[config.mk]
export PLATFORM = sky130hd
export DESIGN_NAME = gate_selftest
export DESIGN_NICKNAME = d
export VERILOG_FILES = /design/src/rtl/gate_selftest.sv
export SDC_FILE = /design/constraint.sdc
export NUM_CORES = 1
export LEC_CHECK = 0
export ABC_AREA = 1
export CORE_ASPECT_RATIO = 1.2
export CORE_MARGIN = 2
export CORE_UTILIZATION = 50
export CTS_BUF_LIST = sky130_fd_sc_hd__clkbuf_16
export DETAILED_ROUTE_END_ITERATION = 12
export PLACE_DENSITY = 0.73
export SYNTH_ARGS = -nofsm -noshare
export SYNTH_HDL_FRONTEND = slang
export SYNTH_SLANG_ARGS = --single-unit
[constraint.sdc]
create_clock -name clk -period 1.85 [get_ports clk]
set_input_delay 0.2775 -clock clk [delete_from_list [all_inputs] [get_ports clk]]
set_output_delay 0.2775 -clock clk [all_outputs]
set_load 0.005 [all_outputs]
[src/rtl/gate_selftest.sv]
// Self-test sequencer for the two-input AND/OR/NAND gate block: sweeps all
// {A,B} vectors, waits SETTLE_CYCLES, then checks the three gate outputs.
// Ports: clk, rst_n (sync, active-low), start; A/B drive the gate block;
// AND_In/OR_In/NAND_In are its outputs. busy, done (1-cycle pulse), pass,
// and err_count (saturating) report the run. fail_valid/fail_vec/fail_got
// hold the first mismatch when GATE_SELFTEST_FAILLOG_EN is defined, and are
// tied to 0 otherwise.
`timescale 1ns/1ps
module gate_selftest #(
  parameter int SETTLE_CYCLES = 2,
  parameter int PASSES        = 1,
  parameter int ERR_W         = 8
) (
  input  logic             clk,
  input  logic             rst_n,
  input  logic             start,
  output logic             A,
  output logic             B,
  input  logic             AND_In,
  input  logic             OR_In,
  input  logic             NAND_In,
  output logic             busy,
  output logic             done,
  output logic             pass,
  output logic [ERR_W-1:0] err_count,
  output logic             fail_valid,
  output logic [1:0]       fail_vec,
  output logic [2:0]       fail_got
);

  localparam logic [7:0] CNT_INIT  = 8'(SETTLE_CYCLES - 1);
  localparam logic [7:0] PASS_LAST = 8'(PASSES - 1);

  typedef enum logic [1:0] {
    IDLE,
    SETTLE,
    CHECK,
    DONE
  } state_t;

  state_t           state, state_d;
  logic [1:0]       vec, vec_d;
  logic [7:0]       pidx, pidx_d;
  logic [7:0]       cnt, cnt_d;
  logic [ERR_W-1:0] err_d;
  logic             pass_d;
  logic             a_d, b_d;
  logic             clear;
  logic             miss;
  logic [2:0]       got;
  logic [2:0]       expct;

  assign got   = {AND_In, OR_In, NAND_In};
  assign expct = {A & B, A | B, ~(A & B)};
  assign miss  = (state == CHECK) && (got != expct);

  always_comb begin
    state_d = state;
    vec_d   = vec;
    pidx_d  = pidx;
    cnt_d   = cnt;
    err_d   = err_count;
    pass_d  = pass;
    a_d     = A;
    b_d     = B;
    busy    = 1'b0;
    done    = 1'b0;
    clear   = 1'b0;
    unique case (state)
      IDLE: begin
        if (start) begin
          clear   = 1'b1;
          vec_d   = 2'd0;
          pidx_d  = 8'd0;
          err_d   = '0;
          pass_d  = 1'b0;
          a_d     = 1'b0;
          b_d     = 1'b0;
          cnt_d   = CNT_INIT;
          state_d = SETTLE;
        end
      end
      SETTLE: begin
        busy = 1'b1;
        if (cnt == 8'd0) begin
          state_d = CHECK;
        end else begin
          cnt_d = cnt - 8'd1;
        end
      end
      CHECK: begin
        busy = 1'b1;
        if (miss && (err_count != '1)) begin
          err_d = err_count + ERR_W'(1);
        end
        if ((vec == 2'd3) && (pidx == PASS_LAST)) begin
          state_d = DONE;
        end else begin
          vec_d = vec + 2'd1;
          if (vec == 2'd3) begin
            pidx_d = pidx + 8'd1;
          end
          {a_d, b_d} = vec + 2'd1;
          cnt_d      = CNT_INIT;
          state_d    = SETTLE;
        end
      end
      DONE: begin
        done    = 1'b1;
        pass_d  = (err_count == '0);
        a_d     = 1'b0;
        b_d     = 1'b0;
        state_d = IDLE;
      end
      default: state_d = IDLE;
    endcase
  end

  always_ff @(posedge clk) begin
    if (!rst_n) begin
      state     <= IDLE;
      vec       <= 2'd0;
      pidx      <= 8'd0;
      cnt       <= 8'd0;
      err_count <= '0;
      pass      <= 1'b0;
      A         <= 1'b0;
      B         <= 1'b0;
    end else begin
      state     <= state_d;
      vec       <= vec_d;
      pidx      <= pidx_d;
      cnt       <= cnt_d;
      err_count <= err_d;
      pass      <= pass_d;
      A         <= a_d;
      B         <= b_d;
    end
  end

`ifdef GATE_SELFTEST_FAILLOG_EN
  // Only the first mismatch of a run is kept.
  always_ff @(posedge clk) begin
    if (!rst_n || clear) begin
      fail_valid <= 1'b0;
      fail_vec   <= 2'd0;
      fail_got   <= 3'd0;
    end else if (miss && !fail_valid) begin
      fail_valid <= 1'b1;
      fail_vec   <= {A, B};
      fail_got   <= got;
    end
  end
`else
  assign fail_valid = 1'b0;
  assign fail_vec   = 2'd0;
  assign fail_got   = 3'd0;
  logic unused;
  assign unused = clear;
`endif

endmodule

---- Word-level counts from Yosys, hierarchy flattened ----
Cells that the tools add are included.
storage, ports and cells
  bits in read-only memories .............. 0
  memories kept ........................... 0
  latch bits .............................. 0
  bits in writable memories ............... 0
  input bits .............................. 6
  register bits ........................... 31
cells by class
  $lt $le $gt $ge ......................... 0
  div/mod/pow operators ................... 0
  $add $sub $neg .......................... 4
  equal/unequal tests ..................... 12
  $mul .................................... 0
  multiplexer cells ....................... 25
  shifts and indexed selects .............. 0
  bitwise operators ....................... 3
  reductions and logical operators ........ 19
operators by type and width
  cell                                                   number
  two-way mux 8 bit                                      7
  one-hot mux 8 bit (2 select lines)                     2
  logical NOT 8 bit                                      3
  one-hot mux 8 bit (3 select lines)                     1
  adder 8 x 1 -> 8 bit, second input constant            2
  two-way mux 2 bit                                      5
  AND reduction 3 bit                                    3
  inequality test 2 bit, second input constant           4
  inequality test 8 bit, second input constant           1
  one-hot mux 2 bit (4 select lines)                     1
  AND reduction 4 bit                                    2
  subtractor 8 x 1 -> 8 bit, second input constant       1
  == test 2 bit, second input constant                   3
  one-hot mux 1 bit (3 select lines)                     2
  nonzero test 3 bit                                     2
  two-way mux 1 bit                                      5
  inequality test 2 x 1 -> 1 bit, second input constant  2
  one-hot mux 2 bit (2 select lines)                     1
  AND reduction 2 bit                                    2
  nonzero test 2 bit                                     2
  logical AND 1 bit                                      3
  inequality test 3 bit                                  1
  adder 2 x 1 -> 2 bit, second input constant            1
  == test 2 x 1 -> 1 bit, second input constant          1
  other kinds (6)                                        6

---- Logic depth before layout (Yosys ltp) ----
  word-level depth ........................ 7
  mapped depth ............................ 11
  gate-level depth less buffers ........... 11

---- Least setup slack after synthesis ----
OpenSTA, ideal clock, no wires.
  path kind ............................... reg-to-reg
  start ................................... reg state[0]
  end ..................................... reg pidx[0]
  library setup time ...................... 119 ps
  buffers on the path ..................... 1
  arrival ................................. 1385 ps
  cell stages (with the launch flop) ...... 10
  slack ................................... 346 ps
  data required time ...................... 1731 ps
  clock period less this slack ............ 1504 ps
  cell sequence ........................... dfxtp_1 > inv_1 > ha_1 > inv_1 > nor2_4 > nor2_2 > buf_4 > nand3_4 > o21ai_0 > a21oi_1
between the ends
  cells in the longest elaborated chain, start to end .. 3
  elaborated cells between the ends (all ways) .. 8
ends and longest elaborated chain
  what                                                                           line  source
  start: declaration                                                             41    state_t state, state_d;
  start signal: assignment                                                       130   state <= state_d;
  == test 2 bit / logical NOT 2 bit (equally long branches)                      69    unique case (state)
  inequality test 2 x 1 -> 1 bit (no source line), or another cell as far along  n/a
  AND reduction 4 bit (no source line)                                           n/a
  end signal: assignment                                                         132   pidx <= pidx_d;
  end: declaration                                                               43    logic [7:0] pidx, pidx_d;
Parallel ways exist; a longest one is shown, timed or not.
A chain may end at the register's enable or synchronous reset.

---- Worst setup path in the final report ----
  start ................................... reg state[0]
  end ..................................... out busy
between the ends
  cells in the longest elaborated chain, start to end .. 3
  elaborated cells between the ends (all ways) .. 4
ends and longest elaborated chain
  what                                                            line  source
  == test 2 bit / == test 2 x 1 -> 1 bit (equally long branches)  69
  OR reduction 2 bit (no source line) *                           n/a
  two-way mux 1 bit *                                             69
  end: declaration                                                22    output logic busy,
Mark *: on every way between the ends. The rest lies on a longest branch, timed or not.

==> run summary <==
The largest voltage drop on the vdd net came out at 0.736 mV. The unique cell type count in the Yosys netlist came out at 27. The instance count of the mapped netlist is 330. The total clock sinks is 31.

The horizontal die dimension is 62.6 um. The total global routing overflow is 0. The endpoint type of the worst setup path is an output pin. The all-layer global routing usage came out at about 22%. The run finished with clean final reports. The proportion of power drawn by combinational gates came out at 50.8%.

The count of placed standard cells including taps came out at slightly above 400. The number of input and output port buffers inserted is 18. Setup repair after global routing left no endpoint under its margin.

The clock arrives with 4.67 ps of skew. The number of warnings issued by yosys came out at 0. The worst setup path is of the reg2out kind. For hold timing, the worst endpoint is cnt[7].

The via count of the first global-routing pass is 1923. The net switching fraction of the power came out at 41.5%. The final worst-path cycle share came out at 94.8%. The areal power density over the cells came out at 1530 mW/mm^2. The post-detailed-route via-to-cell ratio is ~4.8. The depth of the worst register-to-register path is 11. The mapped netlist covers between 0.002 and 0.0025 mm^2.

The switching power is 0.00159 W. The diode insertion count for antenna repair came out at 0. In this run the most critical hold path is launched from cnt[7]. The design internal power came out at 0.00224 W.

Entering global routing, the biggest net connects 11 pins. The number of stages on the worst hold path is 2. The leakage power summed over all cells came out at 1.12 nW.

The die is roughly 74 um tall. The average footprint of a synthesized cell came out at about 6.2 um^2. The overall via count from detail_route is 1995. In this run the critical register-to-register path is captured at cnt[1]. The residual DRC count is 0.

After detailed routing, the average wire length per cell comes to approximately 11 um. The worst setup slack for register-to-register paths is 180 ps. The maximum clock path buffer count came out at 2. The number of buffers inserted during clock tree synthesis is 5. The die covers 0.00465 mm^2.

The number of storage elements in the synthesis netlist is 31. The detailed router finished its first iteration with 102 violations. Of the total power, the clock network draws 23.9%.

The number of filler instances in the final layout came out at 385. The required time of the worst setup path is between 1500 and 2000 ps. The insertion delay of the later-clocked pin in the worst-skew pair came out at 280 ps. The startpoint identified for the worst register-to-register timing path is state[0]. The count of endpoints failing setup in the final report is 0. The initial antenna violation count came out at 0. Clock-pin slew was measured on the worst setup and hold paths at approximately 50 ps. Before antenna repair, the detailed router went through 4 iterations. The data arrival time at the worst-slack endpoint came out at 1480 ps. The maximum fanout count along the critical path came out at 3. The starting density of the core came out at between 50% and 60%. Clock tree synthesis selected as its root buffer the cell sky130_fd_sc_hd__clkbuf_16. The CTS tree is yes.

Relative to the synthesized area, the layout overhead comes to 21.3%. The ratio of cells with drive above 1 in the final layout came out at 8.61%. Per report_power, the sequential group accounts for 25.4% of the total. The sequential area share after synthesis came out at 30.1%.

The max-cap check violation count came out at 0. The maximum achievable frequency came out at 570 MHz. The non-filler instance count after layout is 414. The overall routed net length is 4490 um. STA classifies the critical path startpoint as a flop. The total of hold buffers inserted after clock tree synthesis is 0.

The residual antenna-violating net count after detailed routing is 0. The number of endpoints with negative hold slack in the final report came out at 0. At the end of the flow, the number of nets in the layout was between 300 and 400.

The placeable core region came out at a little under 0.004 mm^2. The half-perimeter wire length after placement came out at 3230 um. The number of pins with negative max-slew slack in the final report is 0.

The row count came out at 25. The first global-routing pass estimated about 8000 um of wire. The I/O pin count is 25. The placer's final routability congestion estimate is between 0.8 and 0.9. In this run the worst hold path is classified as reg2reg. The final period demand of the worst path is 1750 ps. The final sum of negative setup slack is 0 ps. The H-tree generated during clock tree synthesis spans 2 levels.
## per-stage QoR
stage | setup WS (ps) | cell area [um^2] | hold slack (ps) | util, % | total power (W)
2_1_floorplan | 346 | 2080 | 401 | - | 0.00236
3_3_place_gp | 159 | 2330 | 471 | 59.2 | 0.00291
3_5_place_dp | 130 | 2330 | 474 | 59.2 | 0.00293
4_1_cts | 6.96 | 2500 | 483 | 63.4 | 0.00388
5_1_grt | 15.6 | 2500 | 515 | 63.4 | 0.00422
6_report | 96.8 | 2500 | 479 | 63.4 | 0.00384
## synthesized netlist by cell type (all sizes together)
library cell | n | area (um^2)
nand2 | 88 | 348
nor2 | 62 | 255
inv | 47 | 176
dfxtp | 31 | 621
nand3 | 26 | 148
a21oi | 21 | 105
ha | 12 | 150
o21ai | 12 | 63.8
buf | 7 | 52.6
nor3 | 6 | 30.0
nand4 | 5 | 31.3
clkbuf | 4 | 15.0
o21bai | 3 | 22.5
xor2 | 2 | 17.5
and2 | 1 | 6.26
and3 | 1 | 6.26
conb | 1 | 3.75
xnor2 | 1 | 8.76
## critical path, stage by stage, from the launching register on
cell	delay [ps]
sky130_fd_sc_hd__dfxtp_1	340
sky130_fd_sc_hd__inv_1	80
sky130_fd_sc_hd__ha_1	290
sky130_fd_sc_hd__clkdlybuf4s50_1	490
## cell type report
type	instances	area, um^2	area share, %
repair buffers	28	255	10.2
multi-input cells	246	1210	48.6
clock buffers	5	125	5.01
flip-flops and latches	31	622	24.9
well taps	54	67.6	2.70
clock inverters	3	38.8	1.55
inverters	47	176	7.06
## layer usage
metal	track usage (%)	up-vias	part of all wire, %
met1	24.4	885	45
met4	11.9	0	2.4
met5	0	-	0
met2	39.4	22	50
li1	-	1079	-
met3	4.99	9	2.2
## sequential cells by signal, summed over array words and instances, names as in the netlist
| signal | cells |
|---|---|
| pidx | 8 |
| err_count | 8 |
| A | 1 |
| state | 2 |
| pass | 1 |
| vec | 2 |
| cnt | 8 |
| B | 1 |
## placed cells by master (no fill, tap or decap), drive strengths merged, types with 10 or more instances in the layout
cell	instances
a21oi	21
buf	10
clkdlybuf4s50	18
dfxtp	31
ha	12
inv	47
nand2	88
nand3	26
nor2	62
o21ai	12
## power by group through the flow
stage / clock network [W] / registers (W) / logic, W
floorplan: 0 / 0.000963 / 0.00140
global placement: 0 / 0.000979 / 0.00193
detailed placement: 0 / 0.000982 / 0.00195
CTS: 0.000938 / 0.000971 / 0.00197
global route: 0.000965 / 0.00100 / 0.00225
finish: 0.000915 / 0.000974 / 0.00195
## cell families (layout without fill, tap and decap cells)
| logic type | count (synthesis) | count (layout) | synth area share (%) |
|---|---|---|---|
| AO/OA/AOI/OAI | 36 | 36 | 9.29 |
| XOR/XNOR | 3 | 3 | 1.28 |
| adder cells (fa/ha/maj) | 12 | 12 | 7.29 |
| buffers and inverters | 58 | 83 | 11.8 |
| flip-flops | 31 | 31 | 30.1 |
| other | 1 | 6 | 0.182 |
| AND/OR/NAND/NOR | 189 | 189 | 40.0 |
## how the worst max path moves through the flow
stage / startpoint / end / slack (ps) / cells past startpoint
5_1_grt: err_count[1] / err_count[1] / 20 / 10
4_1_cts: state[1] / busy / 7 / 3
3_5_place_dp: AND_In / err_count[1] / 130 / 12
2_1_floorplan: state[0] / pidx[0] / 350 / 9
3_3_place_gp: AND_In / err_count[1] / 160 / 12
6_report: state[0] / busy / 100 / 3
## repair_timing
item | in CTS | in global routing
setup buffers | 0 | 0
endpoints found under the setup margin | 0 | 5
gates resized for setup | 0 | 2
Note: power is estimated with default switching activity, not from simulation.
